### src/rtl/mis_stimulus_gen.sv
// Stimulus generator for a two-input MIS delay chain: programmable skew, lead order, hold and repeat count.
// Optional response checking of the chain output is enabled with `define MIS_RESP_CHECK_EN.
module mis_stimulus_gen #(
    parameter int SKEW_W = 8,
    parameter int HOLD_W = 8,
    parameter int REP_W  = 16
) (
    input  logic              clk,
    input  logic              rst,
    input  logic              start,
    input  logic              abort,
    input  logic [SKEW_W-1:0] skew,
    input  logic              lead_a2,
    input  logic [HOLD_W-1:0] hold,
    input  logic [REP_W-1:0]  num_reps,
`ifdef MIS_RESP_CHECK_EN
    input  logic              dut_out,
    output logic [REP_W-1:0]  err_count,
`endif
    output logic              stim_a1,
    output logic              stim_a2,
    output logic              busy,
    output logic              done,
    output logic [REP_W-1:0]  rep_count
);

    localparam int CNT_W = (SKEW_W > HOLD_W) ? SKEW_W : HOLD_W;

    typedef enum logic [2:0] {
        IDLE,
        RISE_SKEW,
        HIGH_HOLD,
        FALL_SKEW,
        LOW_HOLD
    } state_t;

    state_t             state;
    logic [CNT_W-1:0]   cnt;
    logic [SKEW_W-1:0]  skew_l;
    logic [HOLD_W-1:0]  hold_l;
    logic [REP_W-1:0]   num_reps_l;
    logic               lead_a2_l;

    logic [SKEW_W-1:0]  skew_m1;
    logic               skew_last;
    logic               hold_last;
    logic               rep_more;

    // Skew phases are only entered with skew_l >= 1, so skew_m1 never wraps where it is used.
    assign skew_m1   = skew_l - 1'b1;
    assign skew_last = (cnt == CNT_W'(skew_m1));
    assign hold_last = (cnt == CNT_W'(hold_l));
    assign rep_more  = (rep_count < num_reps_l);

    always_ff @(posedge clk or posedge rst) begin
        if (rst) begin
            state      <= IDLE;
            cnt        <= '0;
            skew_l     <= '0;
            hold_l     <= '0;
            num_reps_l <= '0;
            lead_a2_l  <= 1'b0;
            stim_a1    <= 1'b0;
            stim_a2    <= 1'b0;
            busy       <= 1'b0;
            done       <= 1'b0;
            rep_count  <= '0;
`ifdef MIS_RESP_CHECK_EN
            err_count  <= '0;
`endif
        end else begin
            done <= 1'b0;
            if (state != IDLE && abort) begin
                stim_a1 <= 1'b0;
                stim_a2 <= 1'b0;
                busy    <= 1'b0;
                cnt     <= '0;
                state   <= IDLE;
            end else begin
                case (state)
                    IDLE: begin
                        if (start) begin
                            skew_l     <= skew;
                            hold_l     <= hold;
                            num_reps_l <= num_reps;
                            lead_a2_l  <= lead_a2;
                            rep_count  <= '0;
                            cnt        <= '0;
`ifdef MIS_RESP_CHECK_EN
                            err_count  <= '0;
`endif
                            if (num_reps == '0) begin
                                done <= 1'b1;
                            end else begin
                                busy <= 1'b1;
                                if (skew == '0) begin
                                    stim_a1 <= 1'b1;
                                    stim_a2 <= 1'b1;
                                    state   <= HIGH_HOLD;
                                end else begin
                                    if (lead_a2) stim_a2 <= 1'b1;
                                    else         stim_a1 <= 1'b1;
                                    state <= RISE_SKEW;
                                end
                            end
                        end
                    end
                    RISE_SKEW: begin
                        if (skew_last) begin
                            stim_a1 <= 1'b1;
                            stim_a2 <= 1'b1;
                            cnt     <= '0;
                            state   <= HIGH_HOLD;
                        end else begin
                            cnt <= cnt + 1'b1;
                        end
                    end
                    HIGH_HOLD: begin
                        if (hold_last) begin
`ifdef MIS_RESP_CHECK_EN
                            if (!dut_out && err_count != '1) err_count <= err_count + 1'b1;
`endif
                            cnt <= '0;
                            if (skew_l == '0) begin
                                stim_a1 <= 1'b0;
                                stim_a2 <= 1'b0;
                                if (rep_more) rep_count <= rep_count + 1'b1;
                                state <= LOW_HOLD;
                            end else begin
                                if (lead_a2_l) stim_a2 <= 1'b0;
                                else           stim_a1 <= 1'b0;
                                state <= FALL_SKEW;
                            end
                        end else begin
                            cnt <= cnt + 1'b1;
                        end
                    end
                    FALL_SKEW: begin
                        if (skew_last) begin
                            stim_a1 <= 1'b0;
                            stim_a2 <= 1'b0;
                            if (rep_more) rep_count <= rep_count + 1'b1;
                            cnt   <= '0;
                            state <= LOW_HOLD;
                        end else begin
                            cnt <= cnt + 1'b1;
                        end
                    end
                    LOW_HOLD: begin
                        if (hold_last) begin
`ifdef MIS_RESP_CHECK_EN
                            if (dut_out && err_count != '1) err_count <= err_count + 1'b1;
`endif
                            cnt <= '0;
                            if (rep_more) begin
                                if (skew_l == '0) begin
                                    stim_a1 <= 1'b1;
                                    stim_a2 <= 1'b1;
                                    state   <= HIGH_HOLD;
                                end else begin
                                    if (lead_a2_l) stim_a2 <= 1'b1;
                                    else           stim_a1 <= 1'b1;
                                    state <= RISE_SKEW;
                                end
                            end else begin
                                done  <= 1'b1;
                                busy  <= 1'b0;
                                state <= IDLE;
                            end
                        end else begin
                            cnt <= cnt + 1'b1;
                        end
                    end
                    default: begin
                        stim_a1 <= 1'b0;
                        stim_a2 <= 1'b0;
                        busy    <= 1'b0;
                        cnt     <= '0;
                        state   <= IDLE;
                    end
                endcase
            end
        end
    end

endmodule
### config.mk
export PLATFORM = sky130hd
export DESIGN_NAME = mis_stimulus_gen
export DESIGN_NICKNAME = d
export VERILOG_FILES = /design/src/rtl/mis_stimulus_gen.sv
export SDC_FILE = /design/constraint.sdc
export NUM_CORES = 1
export LEC_CHECK = 0
export CORE_ASPECT_RATIO = 1.2
export CORE_MARGIN = 2
export CORE_UTILIZATION = 55
export DETAILED_ROUTE_END_ITERATION = 8
export GPL_TIMING_DRIVEN = 0
export PLACE_DENSITY = 0.81
export SLEW_MARGIN = 20
export SYNTH_ARGS = -nofsm -noshare
export SYNTH_HDL_FRONTEND = slang
export SYNTH_SLANG_ARGS = --single-unit
### constraint.sdc
create_clock -name clk -period 4.01 [get_ports clk]
set_input_delay 0.6015 -clock clk [delete_from_list [all_inputs] [get_ports clk]]
set_output_delay 0.6015 -clock clk [all_outputs]
set_load 0.05 [all_outputs]
# Word-level counts from Yosys, hierarchy flattened
# Cells that the tools add are included.
# word_totals
ff_bits	64
latch_bits	0
ramBits	0
mem_bits_ro	0
inputBits	37
output_inout_bits	20
wordCells	120
mem_count	0
# classes
addsub	3
multipliers	0
div	0
n_lt_le_gt_ge	1
eq_ne	25
shifts	0
muxes	63
bitwise_logic	1
reduce_logical	16
# op_table
cell	count
16-bit two-way mux	5
16-bit case mux with 3 select lines	1
1-bit two-way mux	36
8-bit two-way mux	4
3-bit two-way mux	9
3-bit != test (second input constant)	8
4-bit != test (second input constant)	6
8-bit case mux with 3 select lines	1
10-bit AND reduction	2
16-bit by 1-bit adder with 16-bit output (second input constant)	1
8-bit == test	2
16-bit logical NOT	1
8-bit logical NOT	2
16-bit < comparator	1
3-bit case mux with 5 select lines	1
6-bit AND reduction	2
1-bit case mux with 5 select lines	2
8-bit by 1-bit adder with 8-bit output (second input constant)	1
2-bit != test (second input constant)	4
8-bit by 1-bit subtractor with 8-bit output (second input constant)	1
3-bit by 2-bit == test with 1-bit output (second input constant)	2
3-bit nonzero test	2
5-bit AND reduction	1
2-bit two-way mux	2
other kinds (11)	12

# Depth between registers and ports, before layout
# depth
ltp_word	6
mapped_depth	10

# Worst setup path before layout
# OpenSTA, ideal clock, no wires.
# synth_timing
kind	flip-flop to flip-flop
from	reg rep_count[13]
to	reg rep_count[0]
setup_time_ps	125
arrival_ps	2690
path_slack_ps	1195
stages_incl_launch_ff	10
n_path_buf	1
path_cell_list	dfrtp_1 -> ha_1 -> a21o_1 -> a21o_1 -> a221o_1 -> a31o_2 -> and2_1 -> clkbuf_1 -> or2_2 -> mux2_2
# synth_via
elab_chain_cells	5
elab_cells_between_ends	6
cone_classes	order compare: 1; mux: 5
# synth_lines
element	line	source
from (decl)	24	output logic [REP_W-1:0] rep_count
from (signal assigned)	127	if (rep_more) rep_count <= rep_count + 1'b1;
from (signal assigned)	142	if (rep_more) rep_count <= rep_count + 1'b1;
16-bit < comparator (*)	53	assign rep_more = (rep_count < num_reps_l);
16-bit two-way mux (*)	--	
16-bit two-way mux (2 in series)	--	
16-bit case mux with 3 select lines (*)	--	
# Mark *: on every way between the ends. The rest lies on a longest branch, timed or not. The select of a mux whose other input is x is not followed.
# A chain may end at the register's enable or synchronous reset.

# Worst setup path after layout
# layout_timing
from	reg cnt[2]
to	reg stim_a2
# layout_via
elab_chain_cells	3
elab_cells_between_ends	7
cone_classes	eq/ne: 6; reduce/logical: 1
# layout_lines
element	line	source
from (decl)	38	logic [CNT_W-1:0] cnt;
from (signal assigned)	115	cnt <= cnt + 1'b1;
from (signal assigned)	135	cnt <= cnt + 1'b1;
from (signal assigned)	146	cnt <= cnt + 1'b1;
8-bit == test, on equally long branches	52, 51	
3-bit != test (no line)	--	
10-bit AND reduction (no line) (*)	--	
to (signal assigned)	64	stim_a2 <= 1'b0;
to (signal assigned)	75	stim_a2 <= 1'b0;
to (signal assigned)	98	stim_a2 <= 1'b1;
to (decl)	21	output logic stim_a2,
# Mark *: on every way between the ends. The rest lies on a longest branch, timed or not.

==> qor.yml <==
hold_start: "hold_l[6]$_DFFE_PP0P_"
crit_start: "cnt[2]$_DFFE_PP0P_"
finalSetupViolCount: 0
endpoint_kind: "flip-flop"
status: "finished, final reports clean"
maxSlewHeadroom_pct: 49.6
stdcell_count: 604
hold_viol: 0
syn-num-nets: 501
totalPowerFinal_mw: 2.98
final_nets: 569
core_sq_mm: 0.00677
drt_first_pass_iters: 5
initial_core_util_pct: 56.5
clkLatencyLatePin_ns: 0.35
grt_antenna_before_repair: 0
synth_seq_cells: 64
cellPowerDensity_mw_per_mm2: 633
numCtsBuffers: 9
rows: 33
synth_area_sq_mm: 0.00383
report.final.slew_viol_count: 0
max_freq_ghz: 0.313
ff_latch_area_sq_mm: 0.00160
dieArea_sq_mm: 0.00765
dp_cells: 589
hold_path_depth: 2
p_leak_nw: 2.08
grt_max_degree: 44
synth_area_leaders: "dfrtp_1 (42%), nand2_1 (9.3%), ha_1 (6.2%), o21ai_0 (3.7%), xor2_1 (3.0%)"
fin_skew_ns: 0.00729
period_share_pct: 79.6
multi_input_area_sq_mm: 0.00204
ctsResizeCount: 0
cts_htree_levels: 3
pre_cts_slack_ns: 0.897
hpwl_mm: 7.59
hold_end: "hold_l[6]$_DFFE_PP0P_"
area_growth_pct: 23.0
clk_pin_slew_ns: 0.07
cts_hold_buf: 0
vias: 3563
ys_warn_count: 0
synth_edf_count: 0
max_cap_violations: 0
grt_pass1_vias: 3540
ys_seq_area_share_pct: 41.8
postSynth.topFlopCell: "dfrtp_1"
crit_required_ns: 4.24
io_pins: 57
gp_congestion: 0.933
grt_first_pass_wirelength_mm: 16.5
dr.first_iter.drc_count: 198
finalWorstPathRequiredPeriod_ns: 3.19
cts_tree: "done"
synth_area_leader_cell: "dfrtp_1"
post_cts_buffers: 0
grt_util_all_layers_pct: 28.2
cts_buffer_depth: 2
r2r_slack_ns: 0.82
grt_overflow: 0
rsz0062_at_grt: "no"
via_per_inst: 5.90
r2r-end: "stim_a2$_DFFE_PP0P_"
avgRoutedWirePerCell_um: 16.9
drive_above_1_share_pct: 6.00
yosysTopAreaCellShare_pct: 41.8
diodes: 0
totalWireLength_mm: 10.2
n_fill_cell: 562
ant_nets: 0
peakVddDrop_uv: 374
timing.final.ws_setup_ns: 0.816
path_class: "reg -> reg"
drc: 0
die_w_um: 80.2
hp-class: "reg -> reg"
arrival_ns: 3.42
worstPathMaxFanout: 10
tightest_slew_ns: 0.750
final.setup.tns_ns: 0
io_buffers: 56
synthesis.instances: 445
clkSinkCount: 64
die_y_um: 95.4
ff2ff_path_depth: 8
async_flop_share_pct: 100
r2r-start: "cnt[2]$_DFFE_PP0P_"
synth_cell_types: 58
root_buffer: "clkbuf_8"
avgSynthCellArea_sq_um: 8.60
cp-start-kind: "flip-flop"
## sequential cells by signal (all words and copies together), names as in the netlist
register,cells
stim_a2,1
cnt,8
busy,1
hold_l,8
stim_a1,1
num_reps_l,16
rep_count,16
done,1
state,3
lead_a2_l,1
skew_l,8
## cell families (layout without fill, tap and decap cells)
family	Yosys count	in the layout	synth area share, %
xor+xnor	21	21	4.80
mux	5	5	1.41
compound gates	95	95	16.3
flops	64	64	41.8
buf+inv	46	118	4.77
fa+ha+maj	19	19	6.21
simple gates	195	195	24.7
## worst max path at each step
stage                                endpoint  slack, ns
detailed placement        stim_a2$_DFFE_PP0P_       0.90
CTS                       stim_a2$_DFFE_PP0P_       0.87
finish                    stim_a2$_DFFE_PP0P_       0.82
global placement    num_reps_l[3]$_DFFE_PP0P_       0.68
global route              stim_a2$_DFFE_PP0P_       0.57
floorplan            rep_count[0]$_DFFE_PP0P_       1.20
## synth_stat cells (3+ instances only)
library cell / n
a2111oi_0: 3
a21o_1: 5
a21oi_1: 17
a31oi_1: 5
and2_1: 3
and3_1: 6
clkbuf_1: 20
dfrtp_1: 64
ha_1: 19
inv_1: 23
mux2_2: 3
nand2_1: 95
nand2b_1: 4
nand3_1: 14
nand4_1: 5
nor2_1: 24
nor3_1: 8
nor4_1: 13
o21a_1: 3
o21ai_0: 28
o22ai_1: 3
o31ai_1: 7
o32ai_1: 3
or3_1: 6
or4_1: 4
xnor2_1: 8
xor2_1: 13
## cell type report
type / count / area share, %
tap: 87 / 2.31
timing repair buffer: 57 / 12.3
inverter: 23 / 1.89
clock inverter: 3 / 0.904
clock buffer: 12 / 3.08
sequential: 64 / 34.0
multi-input combinational: 335 / 43.4
buffer: 23 / 2.05
## routing by layer
| metal | track usage, % | up-vias | wire (um) |
|---|---|---|---|
| met5 | 0 | - | 0 |
| met4 | 14.7 | 0 | 222 |
| met3 | 3.79 | 18 | 422 |
| met2 | 51.0 | 103 | 5420 |
| met1 | 32.1 | 1733 | 4140 |
| li1 | - | 1709 | - |
## worst max-delay path, stage by stage (launching register included)
cell and delay (ns):
dfrtp_1 0.35, clkbuf_1 0.36, xor2_1 0.12, nor4_1 0.43
nand2_1 0.23, a211oi_1 0.60, o211ai_1 0.34, nor3_1 0.29
mux2_2 0.35
## power by group
| part | internal [mW] | leakage (nW) | total, mW | switching (mW) |
|---|---|---|---|---|
| clock network | 0.300 | 0.0925 | 0.553 | 0.253 |
| registers | 0.862 | 0.827 | 1.03 | 0.170 |
| logic | 0.542 | 1.16 | 1.40 | 0.855 |
## layout by cell type (no fill, tap or decap), types with 7 or more instances in the layout
master / synthesis / final
a21oi_1: 17 / 17
clkbuf_1: 20 / 22
clkbuf_8: 0 / 10
clkdlybuf4s50_1: 0 / 56
dfrtp_1: 64 / 64
ha_1: 19 / 19
inv_1: 23 / 22
nand2_1: 95 / 95
nand3_1: 14 / 14
nor2_1: 24 / 24
nor3_1: 8 / 8
nor4_1: 13 / 13
o21ai_0: 28 / 28
o31ai_1: 7 / 7
xnor2_1: 8 / 8
xor2_1: 13 / 13
## metrics by stage
stage	area, sq um	util, %	hold slack [ns]
6_report	4710	69.5	0.509
5_1_grt	4710	69.5	0.524
4_1_cts	4710	69.5	0.504
3_5_place_dp	4520	66.8	0.487
3_3_place_gp	4500	66.4	0.466
2_1_floorplan	3830	-	0.447
Power figures use the tool's default switching activity.
